[config.mk]
export PLATFORM = sky130hd
export DESIGN_NAME = pixel_write_arbiter_flat
export DESIGN_NICKNAME = d
export VERILOG_FILES = /design/src/rtl/pixel_write_arbiter_if.sv /design/src/rtl/pixel_write_arbiter.sv /design/src/flat_wrapper.sv
export SDC_FILE = /design/constraint.sdc
export NUM_CORES = 1
export LEC_CHECK = 0
export ABC_AREA = 1
export ABC_CLOCK_PERIOD_IN_PS = 3100
export BUFFER_PORTS_ARGS = -buffer_cell sky130_fd_sc_hd__buf_2
export CAP_MARGIN = 30
export CORE_ASPECT_RATIO = 1.75
export CORE_UTILIZATION = 45
export DETAILED_ROUTE_END_ITERATION = 6
export GPL_TIMING_DRIVEN = 0
export PLACE_DENSITY = 0.78
export SYNTH_ARGS = -nofsm -noshare
export SYNTH_HDL_FRONTEND = slang
export SYNTH_SLANG_ARGS = --single-unit
[constraint.sdc]
create_clock -name iCLK -period 3.1 [get_ports iCLK]
set_input_delay 0.31 -clock iCLK [delete_from_list [all_inputs] [get_ports iCLK]]
set_output_delay 0.31 -clock iCLK [all_outputs]
set_load 0.005 [all_outputs]
[src/rtl/pixel_write_arbiter_if.sv]
// Request/write bundle between the DLA requesters, the arbiter and the framebuffer writer.
// Latency: none, wiring only.
// Backpressure: carries the iWr_Ready/oWr_Valid handshake and the per-channel one-cycle acks.
interface pixel_write_arbiter_if #(
  parameter int X_W = 10,
  parameter int Y_W = 9
);
  logic [2:0]       iReq_Valid;
  logic [3*X_W-1:0] iReq_X;
  logic [3*Y_W-1:0] iReq_Y;
  logic [15:0]      iColor_Walker;
  logic [15:0]      iColor_Cluster;
  logic [2:0]       oReq_Ack;
  logic             oWr_Valid;
  logic             iWr_Ready;
  logic [X_W-1:0]   oWr_X;
  logic [Y_W-1:0]   oWr_Y;
  logic [15:0]      oWr_Color;
  logic [15:0]      oWr_Count;
  logic             oBusy;

  // Arbiter side
  modport slave (
    input  iReq_Valid, iReq_X, iReq_Y, iColor_Walker, iColor_Cluster, iWr_Ready,
    output oReq_Ack, oWr_Valid, oWr_X, oWr_Y, oWr_Color, oWr_Count, oBusy
  );

  // Requester / framebuffer side
  modport master (
    output iReq_Valid, iReq_X, iReq_Y, iColor_Walker, iColor_Cluster, iWr_Ready,
    input  oReq_Ack, oWr_Valid, oWr_X, oWr_Y, oWr_Color, oWr_Count, oBusy
  );
endinterface

[src/rtl/pixel_write_arbiter.sv]
// Round-robin arbiter sharing the framebuffer pixel-write port between erase, draw and stick channels.
// Latency: request seen in IDLE at cycle N -> oWr_Valid from N+1; ack in the acceptance cycle; one write per 2 cycles peak.
// Backpressure: oWr_* held stable while iWr_Ready=0; requesters stay pending until their ack.
module pixel_write_arbiter #(
  parameter int          X_W         = 10,
  parameter int          Y_W         = 9,
  parameter logic [15:0] ERASE_COLOR = 16'h0000
) (
  input  logic                 iCLK,
  input  logic                 iRST,
  pixel_write_arbiter_if.slave bus
);

  typedef enum logic {IDLE, ISSUE} state_t;

  state_t         state_q, state_d;
  logic [1:0]     rr_q, rr_d;
  logic [1:0]     grant_q, grant_d;
  logic [X_W-1:0] wr_x_q, wr_x_d;
  logic [Y_W-1:0] wr_y_q, wr_y_d;
  logic [15:0]    wr_color_q, wr_color_d;
  logic [15:0]    wr_count_q, wr_count_d;

  logic           pick_vld;
  logic [1:0]     pick_ch;
  logic [X_W-1:0] pick_x;
  logic [Y_W-1:0] pick_y;
  logic [15:0]    pick_color;

  // Channel index modulo 3; inputs never exceed 4.
  function automatic logic [1:0] wrap3(input logic [2:0] v);
    return (v >= 3'd3) ? 2'(v - 3'd3) : v[1:0];
  endfunction

  // Round-robin search from the pointer: ptr, ptr+1, ptr+2; the lowest offset wins.
  always_comb begin
    pick_vld = 1'b0;
    pick_ch  = rr_q;
    for (int k = 2; k >= 0; k--) begin
      if (bus.iReq_Valid[wrap3({1'b0, rr_q} + 3'(k))]) begin
        pick_vld = 1'b1;
        pick_ch  = wrap3({1'b0, rr_q} + 3'(k));
      end
    end
  end

  // Coordinate and colour of the candidate channel.
  always_comb begin
    pick_x     = bus.iReq_X[0 +: X_W];
    pick_y     = bus.iReq_Y[0 +: Y_W];
    pick_color = ERASE_COLOR;
    case (pick_ch)
      2'd1: begin
        pick_x     = bus.iReq_X[X_W +: X_W];
        pick_y     = bus.iReq_Y[Y_W +: Y_W];
        pick_color = bus.iColor_Walker;
      end
      2'd2: begin
        pick_x     = bus.iReq_X[2*X_W +: X_W];
        pick_y     = bus.iReq_Y[2*Y_W +: Y_W];
        pick_color = bus.iColor_Cluster;
      end
      default: ;
    endcase
  end

  // State and datapath registers; reset drops any in-flight write.
  always_ff @(posedge iCLK or posedge iRST) begin
    if (iRST) begin
      state_q    <= IDLE;
      rr_q       <= 2'd0;
      grant_q    <= 2'd0;
      wr_x_q     <= '0;
      wr_y_q     <= '0;
      wr_color_q <= '0;
      wr_count_q <= '0;
    end else begin
      state_q    <= state_d;
      rr_q       <= rr_d;
      grant_q    <= grant_d;
      wr_x_q     <= wr_x_d;
      wr_y_q     <= wr_y_d;
      wr_color_q <= wr_color_d;
      wr_count_q <= wr_count_d;
    end
  end

  // Next state: latch the winner (colour included) in IDLE, retire it on acceptance in ISSUE.
  always_comb begin
    state_d    = state_q;
    rr_d       = rr_q;
    grant_d    = grant_q;
    wr_x_d     = wr_x_q;
    wr_y_d     = wr_y_q;
    wr_color_d = wr_color_q;
    wr_count_d = wr_count_q;
    case (state_q)
      IDLE: begin
        if (pick_vld) begin
          grant_d    = pick_ch;
          wr_x_d     = pick_x;
          wr_y_d     = pick_y;
          wr_color_d = pick_color;
          state_d    = ISSUE;
        end
      end
      ISSUE: begin
        if (bus.iWr_Ready) begin
          wr_count_d = wr_count_q + 16'd1;
          rr_d       = (grant_q == 2'd2) ? 2'd0 : grant_q + 2'd1;
          state_d    = IDLE;
        end
      end
      default: state_d = IDLE;
    endcase
  end

  // Outputs: valid/busy from state, ack combinational on the acceptance cycle.
  always_comb begin
    bus.oWr_Valid = (state_q == ISSUE);
    bus.oBusy     = (state_q == ISSUE);
    bus.oReq_Ack  = ((state_q == ISSUE) && bus.iWr_Ready) ? (3'b001 << grant_q) : 3'b000;
    bus.oWr_X     = wr_x_q;
    bus.oWr_Y     = wr_y_q;
    bus.oWr_Color = wr_color_q;
    bus.oWr_Count = wr_count_q;
  end

endmodule
[src/flat_wrapper.sv]
// flat-port wrapper written by rule: the top's interface ports become plain ports
module pixel_write_arbiter_flat 
#(
  parameter int          X_W         = 10,
  parameter int          Y_W         = 9,
  parameter logic [15:0] ERASE_COLOR = 16'h0000
)
  (iCLK, iRST, bus_iReq_Valid, bus_iReq_X, bus_iReq_Y, bus_iColor_Walker, bus_iColor_Cluster, bus_iWr_Ready, bus_oReq_Ack, bus_oWr_Valid, bus_oWr_X, bus_oWr_Y, bus_oWr_Color, bus_oWr_Count, bus_oBusy);
  pixel_write_arbiter_if #(.X_W(X_W), .Y_W(Y_W)) bus_i ();
  input  logic iCLK;
  input  logic iRST;
  input wire logic [$bits(bus_i.iReq_Valid)-1:0] bus_iReq_Valid;
  input wire logic [$bits(bus_i.iReq_X)-1:0] bus_iReq_X;
  input wire logic [$bits(bus_i.iReq_Y)-1:0] bus_iReq_Y;
  input wire logic [$bits(bus_i.iColor_Walker)-1:0] bus_iColor_Walker;
  input wire logic [$bits(bus_i.iColor_Cluster)-1:0] bus_iColor_Cluster;
  input wire logic [$bits(bus_i.iWr_Ready)-1:0] bus_iWr_Ready;
  output wire logic [$bits(bus_i.oReq_Ack)-1:0] bus_oReq_Ack;
  output wire logic [$bits(bus_i.oWr_Valid)-1:0] bus_oWr_Valid;
  output wire logic [$bits(bus_i.oWr_X)-1:0] bus_oWr_X;
  output wire logic [$bits(bus_i.oWr_Y)-1:0] bus_oWr_Y;
  output wire logic [$bits(bus_i.oWr_Color)-1:0] bus_oWr_Color;
  output wire logic [$bits(bus_i.oWr_Count)-1:0] bus_oWr_Count;
  output wire logic [$bits(bus_i.oBusy)-1:0] bus_oBusy;
  assign bus_i.iReq_Valid = bus_iReq_Valid;
  assign bus_i.iReq_X = bus_iReq_X;
  assign bus_i.iReq_Y = bus_iReq_Y;
  assign bus_i.iColor_Walker = bus_iColor_Walker;
  assign bus_i.iColor_Cluster = bus_iColor_Cluster;
  assign bus_i.iWr_Ready = bus_iWr_Ready;
  assign bus_oReq_Ack = bus_i.oReq_Ack;
  assign bus_oWr_Valid = bus_i.oWr_Valid;
  assign bus_oWr_X = bus_i.oWr_X;
  assign bus_oWr_Y = bus_i.oWr_Y;
  assign bus_oWr_Color = bus_i.oWr_Color;
  assign bus_oWr_Count = bus_i.oWr_Count;
  assign bus_oBusy = bus_i.oBusy;
  pixel_write_arbiter #(.X_W(X_W), .Y_W(Y_W), .ERASE_COLOR(ERASE_COLOR)) u_core (.iCLK(iCLK), .iRST(iRST), .bus(bus_i));
endmodule
---- Word level (Yosys, flattened, before mapping) ----
Index checks and enable logic that the tools add are counted.
storage, ports and cells
  bits in registers ....................... 56
  logic and storage cells ................. 51
operators by class
  $add $sub $neg .......................... 7
  reduce and logical (&&, ||, !) cells .... 3
  bitwise operators ....................... 1
  muxes and demuxes ....................... 23
  order comparisons ....................... 6
  equal/unequal tests ..................... 3
  shifts and indexed selects .............. 1
operator list
  kind                                                                                 number
  16-bit case mux with 2 select lines                                                  1
  10-bit case mux with 2 select lines                                                  1
  9-bit case mux with 2 select lines                                                   1
  16-bit by 1-bit adder with 16-bit output, second input constant                      1
  2-bit two-way mux                                                                    7
  2-bit by 3-bit less-than comparator with 1-bit output, second input constant         3
  1-bit two-way mux                                                                    8
  1-bit binary-select mux with 2-bit select                                            3
  3-bit by 2-bit greater-or-equal comparator with 1-bit output, second input constant  2
  2-bit subtractor, second input constant                                              3
  2-bit == test, second input constant                                                 2
  2-bit AND reduction                                                                  2
  2-bit by 1-bit adder with 3-bit output, second input constant                        1
  2-bit by 2-bit adder with 3-bit output, second input constant                        1
  3-bit two-way mux                                                                    1
  1-bit by 2-bit left shift with 3-bit output, first input constant                    1
  2-bit by 1-bit adder with 2-bit output, second input constant                        1
  2-bit by 1-bit == test with 1-bit output, second input constant                      1
  2-bit greater-or-equal comparator, second input constant                             1
  1-bit case mux with 2 select lines                                                   1
  1-bit logical AND                                                                    1
  1-bit inverter                                                                       1

---- Logic depth before layout (Yosys ltp) ----
  depth in word-level cells ............... 10
  mapped depth ............................ 17
  depth with buffers taken out ............ 15

---- Least setup slack after synthesis ----
No wires, ideal clock.
  path type ............................... register -> register
  start ................................... register u_core.rr_q[0]
  end ..................................... register u_core.wr_x_q[0], in the netlist u_core.bus.oWr_X[0]
  slack ................................... 0.597 ns
  library setup time ...................... 0.119 ns
  required time ........................... 2.981 ns
  path buffers ............................ 2
  cell stages (with the launch flop) ...... 16
  data arrival time ....................... 2.384 ns
  cell sequence ........................... dfrtp_1 inv_1 ha_1 inv_2 nand2_1 nand3_1 nand3_1 nand2_1 nand2_1 nand3_1 inv_1 ha_1 buf_2 buf_2 mux2i_1 o21ai_2
between the ends
  cells in the longest elaborated chain, start to end .. 10
RTL lines
  element                                                                                                  line                                                  source
  from (decl)                                                                                              pixel_write_arbiter.sv:17                             logic [1:0] rr_q, rr_d;
  from (signal assigned)                                                                                   pixel_write_arbiter.sv:79                             rr_q <= rr_d;
  2-bit by 2-bit adder with 3-bit output                                                                   pixel_write_arbiter.sv:40, pixel_write_arbiter.sv:42
  3-bit by 2-bit greater-or-equal comparator with 1-bit output / 2-bit subtractor (equally long branches)  pixel_write_arbiter.sv:32                             return (v >= 3'd3) ? 2'(v - 3'd3) : v[1:0];
  2-bit two-way mux                                                                                        pixel_write_arbiter.sv:32
  1-bit binary-select mux with 2-bit select                                                                pixel_write_arbiter.sv:40                             if (bus.iReq_Valid[wrap3({1'b0, rr_q} + 3'(k))]) begin
  1-bit two-way mux (implied by the code)                                                                  pixel_write_arbiter.sv:40
  2-bit two-way mux (2 in a row)                                                                           pixel_write_arbiter.sv:40
  2-bit two-way mux (*)                                                                                    pixel_write_arbiter.sv:40
  net u_core.pick_ch[0]                                                                                    pixel_write_arbiter.sv:25                             logic [1:0] pick_ch;
  2-bit == test / 2-bit by 1-bit == test with 1-bit output (equally long branches)                         pixel_write_arbiter.sv:52                             case (pick_ch)
  10-bit case mux with 2 select lines (*)                                                                  pixel_write_arbiter.sv:52
  to (signal assigned)                                                                                     pixel_write_arbiter.sv:81                             wr_x_q <= wr_x_d;
  to (decl)                                                                                                pixel_write_arbiter.sv:19                             logic [X_W-1:0] wr_x_q, wr_x_d;
The timed path passes the listed nets; every way through them passes the cells marked *. The select of a mux whose other input is x is not followed.
A chain may end at the register's enable or synchronous reset.

---- Final worst setup path ----
  start ................................... register u_core.rr_q[0]
  end ..................................... register u_core.wr_x_q[6], in the netlist u_core.bus.oWr_X[6]
Same word-level chain as after synthesis.

==> run metrics <==
TritonCTS clock tree=done; routability cong.=0.791; antenna cell count=0; WL met1=3.22 mm; net count after synthesis=452; clock sinks=56; Seq pwr share=24.5%; worst r2r path cells=15; Worst EP arrival=3.05 ns; die area=0.00740 sq mm; Port Buffer Count=150; CP Capture Type=register; pre-CTS WS=0.0428 ns; yosys warns=0; status=complete, no violations; hold depth=2; Clock power frac=12.1%; total track usage=23.4%; vias in the first global route=2878; Avg WL per Cell=13.8 microns; wire length on met2=4.46 mm; Net Sw Frac=44.3%; Worst R2R Start=u_core.rr_q[0]; setup TNS=0 ns; complex-gate fraction of the synthesized area=17.6%; flop2flop setup slack=0.22 ns; simple-gate share of the synthesized area=17.7%; Core Util, Final=61.3%; first-pass GRT wire length=13.4 mm; post-DP HPWL=6.43 mm; Logic pwr share=63.4%; cell row count=40; DR WL met3=300 microns; clk root buf=clkbuf_16; drt total wl=8.16 mm; internal power=2.50 mW; Mapped Cells=351; fin. max-slew vios=0; WS Path Type=reg2reg; Adder-Cell Fraction of Synth Area=2.37%; leak pwr=2.34 nW; global route total overflow=0; register area share after synthesis=44.2%; H-Tree Depth=2; mapped cell area=0.00317 sq mm; DRT antenna net count=0; area leader, netlist=dfrtp_1; core area=0.00686 sq mm; CP Cell Sequence=inv_1 > ha_1 > inv_2 > nand2_1 > nand3_1 > nand3_1 > nand2_1 > nand2_1 > nand3_1 > inv_1 > ha_1 > buf_2 > clkbuf_4 > mux2i_1 > o21ai_1; MaxCap Viol Count=0; register bit total from synthesis=56; Crit Path Max Fanout=10; die span in x=65.4 microns; starting density of the core=46.2%; largest vdd supply drop=0.733 mV; Reg2Reg Capture Point=u_core.bus.oWr_X[6]; initial antenna violation count=0; relative slew slack=69.0%; Die Y=113 microns; CTS Buffer Depth=2; Worst-Margin Slew=0.465 ns; DRT iter0 DRCs=192; Tmin final=2.88 ns; Hold Path End=u_core.bus.oBusy; CP Buf/Inv Count=5; largest net degree at the start of global routing=45; type of origin of the critical path=register; DR DRC count=0; IO Count=151; Filler Cell Count=628; footprint of the multi-input gates=0.00152 sq mm; slowest stage delay, CP=0.38 ns; PwrDens=1070 mW/mm^2; cell family with most CP delay=buffers and inverters; Post-CTS Setup Inserts=0; post-synthesis mux area share=6.00%; clk_lat worst skew=0.29 ns; FMAX=347 MHz; nets=610; # setup viols final=0; top layer reached by signal wires=met4; average cell area after synthesis=9.03 sq um; synth top area cells=dfrtp_1 44%, a22o_1 9.7%, nand2_1 9.6%, mux2i_1 6.0%, o21ai_1 4.1%; main combinational cell family by area after synthesis=simple AND/OR/NAND/NOR gates; share of cells above drive strength 1=40.5%; via count=3017; worst setup margin=0.221 ns; CTS Buf Count=5; Crit-path slowest cell=dfrtp_1; Layout area overhead=32.5%; final hold vios=0; required time of the critical path=3.27 ns; Yosys top cell area share=44.2%; Sw Pwr=1.99 mW; clock slew at reported path FFs=0.07 ns; Worst Skew=0.00417 ns; post-synth cell types=28; 1st-pass router iterations=4; unrepaired setup endpoints after global routing=false; worst hold path class=in2reg; XOR/XNOR Fraction of Synth Area=4.15%; hold path start=bus_iWr_Ready; Final Cycle Share=92.9%; detailed-route vias per instance=5.09; sequential cell area=0.00140 sq mm
[worst max-delay path by stage]
| stage | startpoint | slack, ns | depth (start not counted) | to |
|---|---|---|---|---|
| 6_report | u_core.rr_q[0] | 0.22 | 15 | u_core.bus.oWr_X[6] |
| 3_3_place_gp | u_core.rr_q[0] | 0.21 | 15 | u_core.bus.oWr_Color[8] |
| 4_1_cts | u_core.rr_q[0] | 0.03 | 15 | u_core.bus.oWr_X[6] |
| 5_1_grt | u_core.rr_q[0] | 0.02 | 15 | u_core.bus.oWr_X[8] |
| 3_5_place_dp | u_core.rr_q[0] | 0.04 | 15 | u_core.bus.oWr_X[6] |
| 2_1_floorplan | u_core.rr_q[0] | 0.60 | 15 | u_core.bus.oWr_X[0] |
[power groups by stage]
| stage | registers (mW) | clock network [mW] | logic, mW |
|---|---|---|---|
| detailed placement | 1.11 | 0 | 2.84 |
| finish | 1.10 | 0.542 | 2.85 |
| global route | 1.13 | 0.588 | 3.14 |
| global placement | 1.10 | 0 | 2.76 |
| CTS | 1.10 | 0.556 | 2.85 |
| floorplan | 1.11 | 0 | 2.08 |
[layout by cell type (no fill, tap or decap), types with 5 or more instances in the layout]
master,instances
buf_2,151
nand2_1,81
dfrtp_1,56
a22o_1,35
o21ai_1,26
inv_1,25
mux2i_1,19
nor2_1,14
nand2_2,12
nand3_1,11
o21ai_2,11
xor2_1,9
clkbuf_2,6
xnor2_1,6
ha_1,6
clkbuf_16,5
[sequential cells by signal, indices dropped and copies added (netlist names)]
signal,cells
u_core.bus.oWr_X,10
u_core.bus.oWr_Count,16
u_core.rr_q,2
u_core.bus.oWr_Color,16
u_core.bus.oBusy,1
u_core.grant_q,2
u_core.bus.oWr_Y,9
[layer usage]
layer	GRT usage, %	vias to the layer above
met5	0	-
met3	3.63	15
met4	8.26	0
li1	-	1487
met1	28.0	1422
met2	41.3	93
[cell families after synthesis]
group	count (synthesis)
AO/OA/AOI/OAI	76
XOR/XNOR	15
adder cells (fa/ha/maj)	6
buffers and inverters	49
flip-flops	56
multiplexers	19
AND/OR/NAND/NOR	130
[through the flow]
stage	power (mW)	std cells	hold slack, ns	cell area (sq um)
floorplan	3.18	351	0.391	3170
global placement	3.85	585	0.458	4030
detailed placement	3.95	586	0.281	4050
CTS	4.50	594	0.201	4190
global route	4.85	593	0.216	4200
finish	4.49	593	0.210	4200
[cell type report]
type / count / share of cell area [%]
Tap cell: 84 / 2.50
Clock inverter: 1 / 0.119
Timing Repair Buffer: 152 / 18.6
Multi-Input combinational cell: 246 / 36.1
Buffer: 19 / 3.63
Clock buffer: 6 / 3.07
Sequential cell: 56 / 33.4
Inverter: 29 / 2.59
[Yosys cell counts]
cell type,instances
clkbuf_1,9
ha_1,6
xnor2_1,6
nand4_1,3
nor2_1,15
buf_8,1
nand3_2,2
nand2_2,12
nor2_2,2
o22ai_1,1
xor2_1,9
buf_6,4
o21ai_1,26
o21ai_0,2
nor3_1,4
buf_12,1
dfrtp_1,56
a22o_1,35
buf_2,2
clkbuf_2,1
o21ai_2,11
inv_2,3
nand2_1,81
buf_4,2
o21bai_1,1
inv_1,26
nand3_1,11
mux2i_1,19
[timing repair]
item | in CTS | in global routing
endpoints found under the hold margin | 12 | 0
endpoints found under the setup margin | 0 | 33
resized for setup | 0 | 16
hold buffers | 1 | 0
Note: power is estimated with default switching activity, not from simulation.
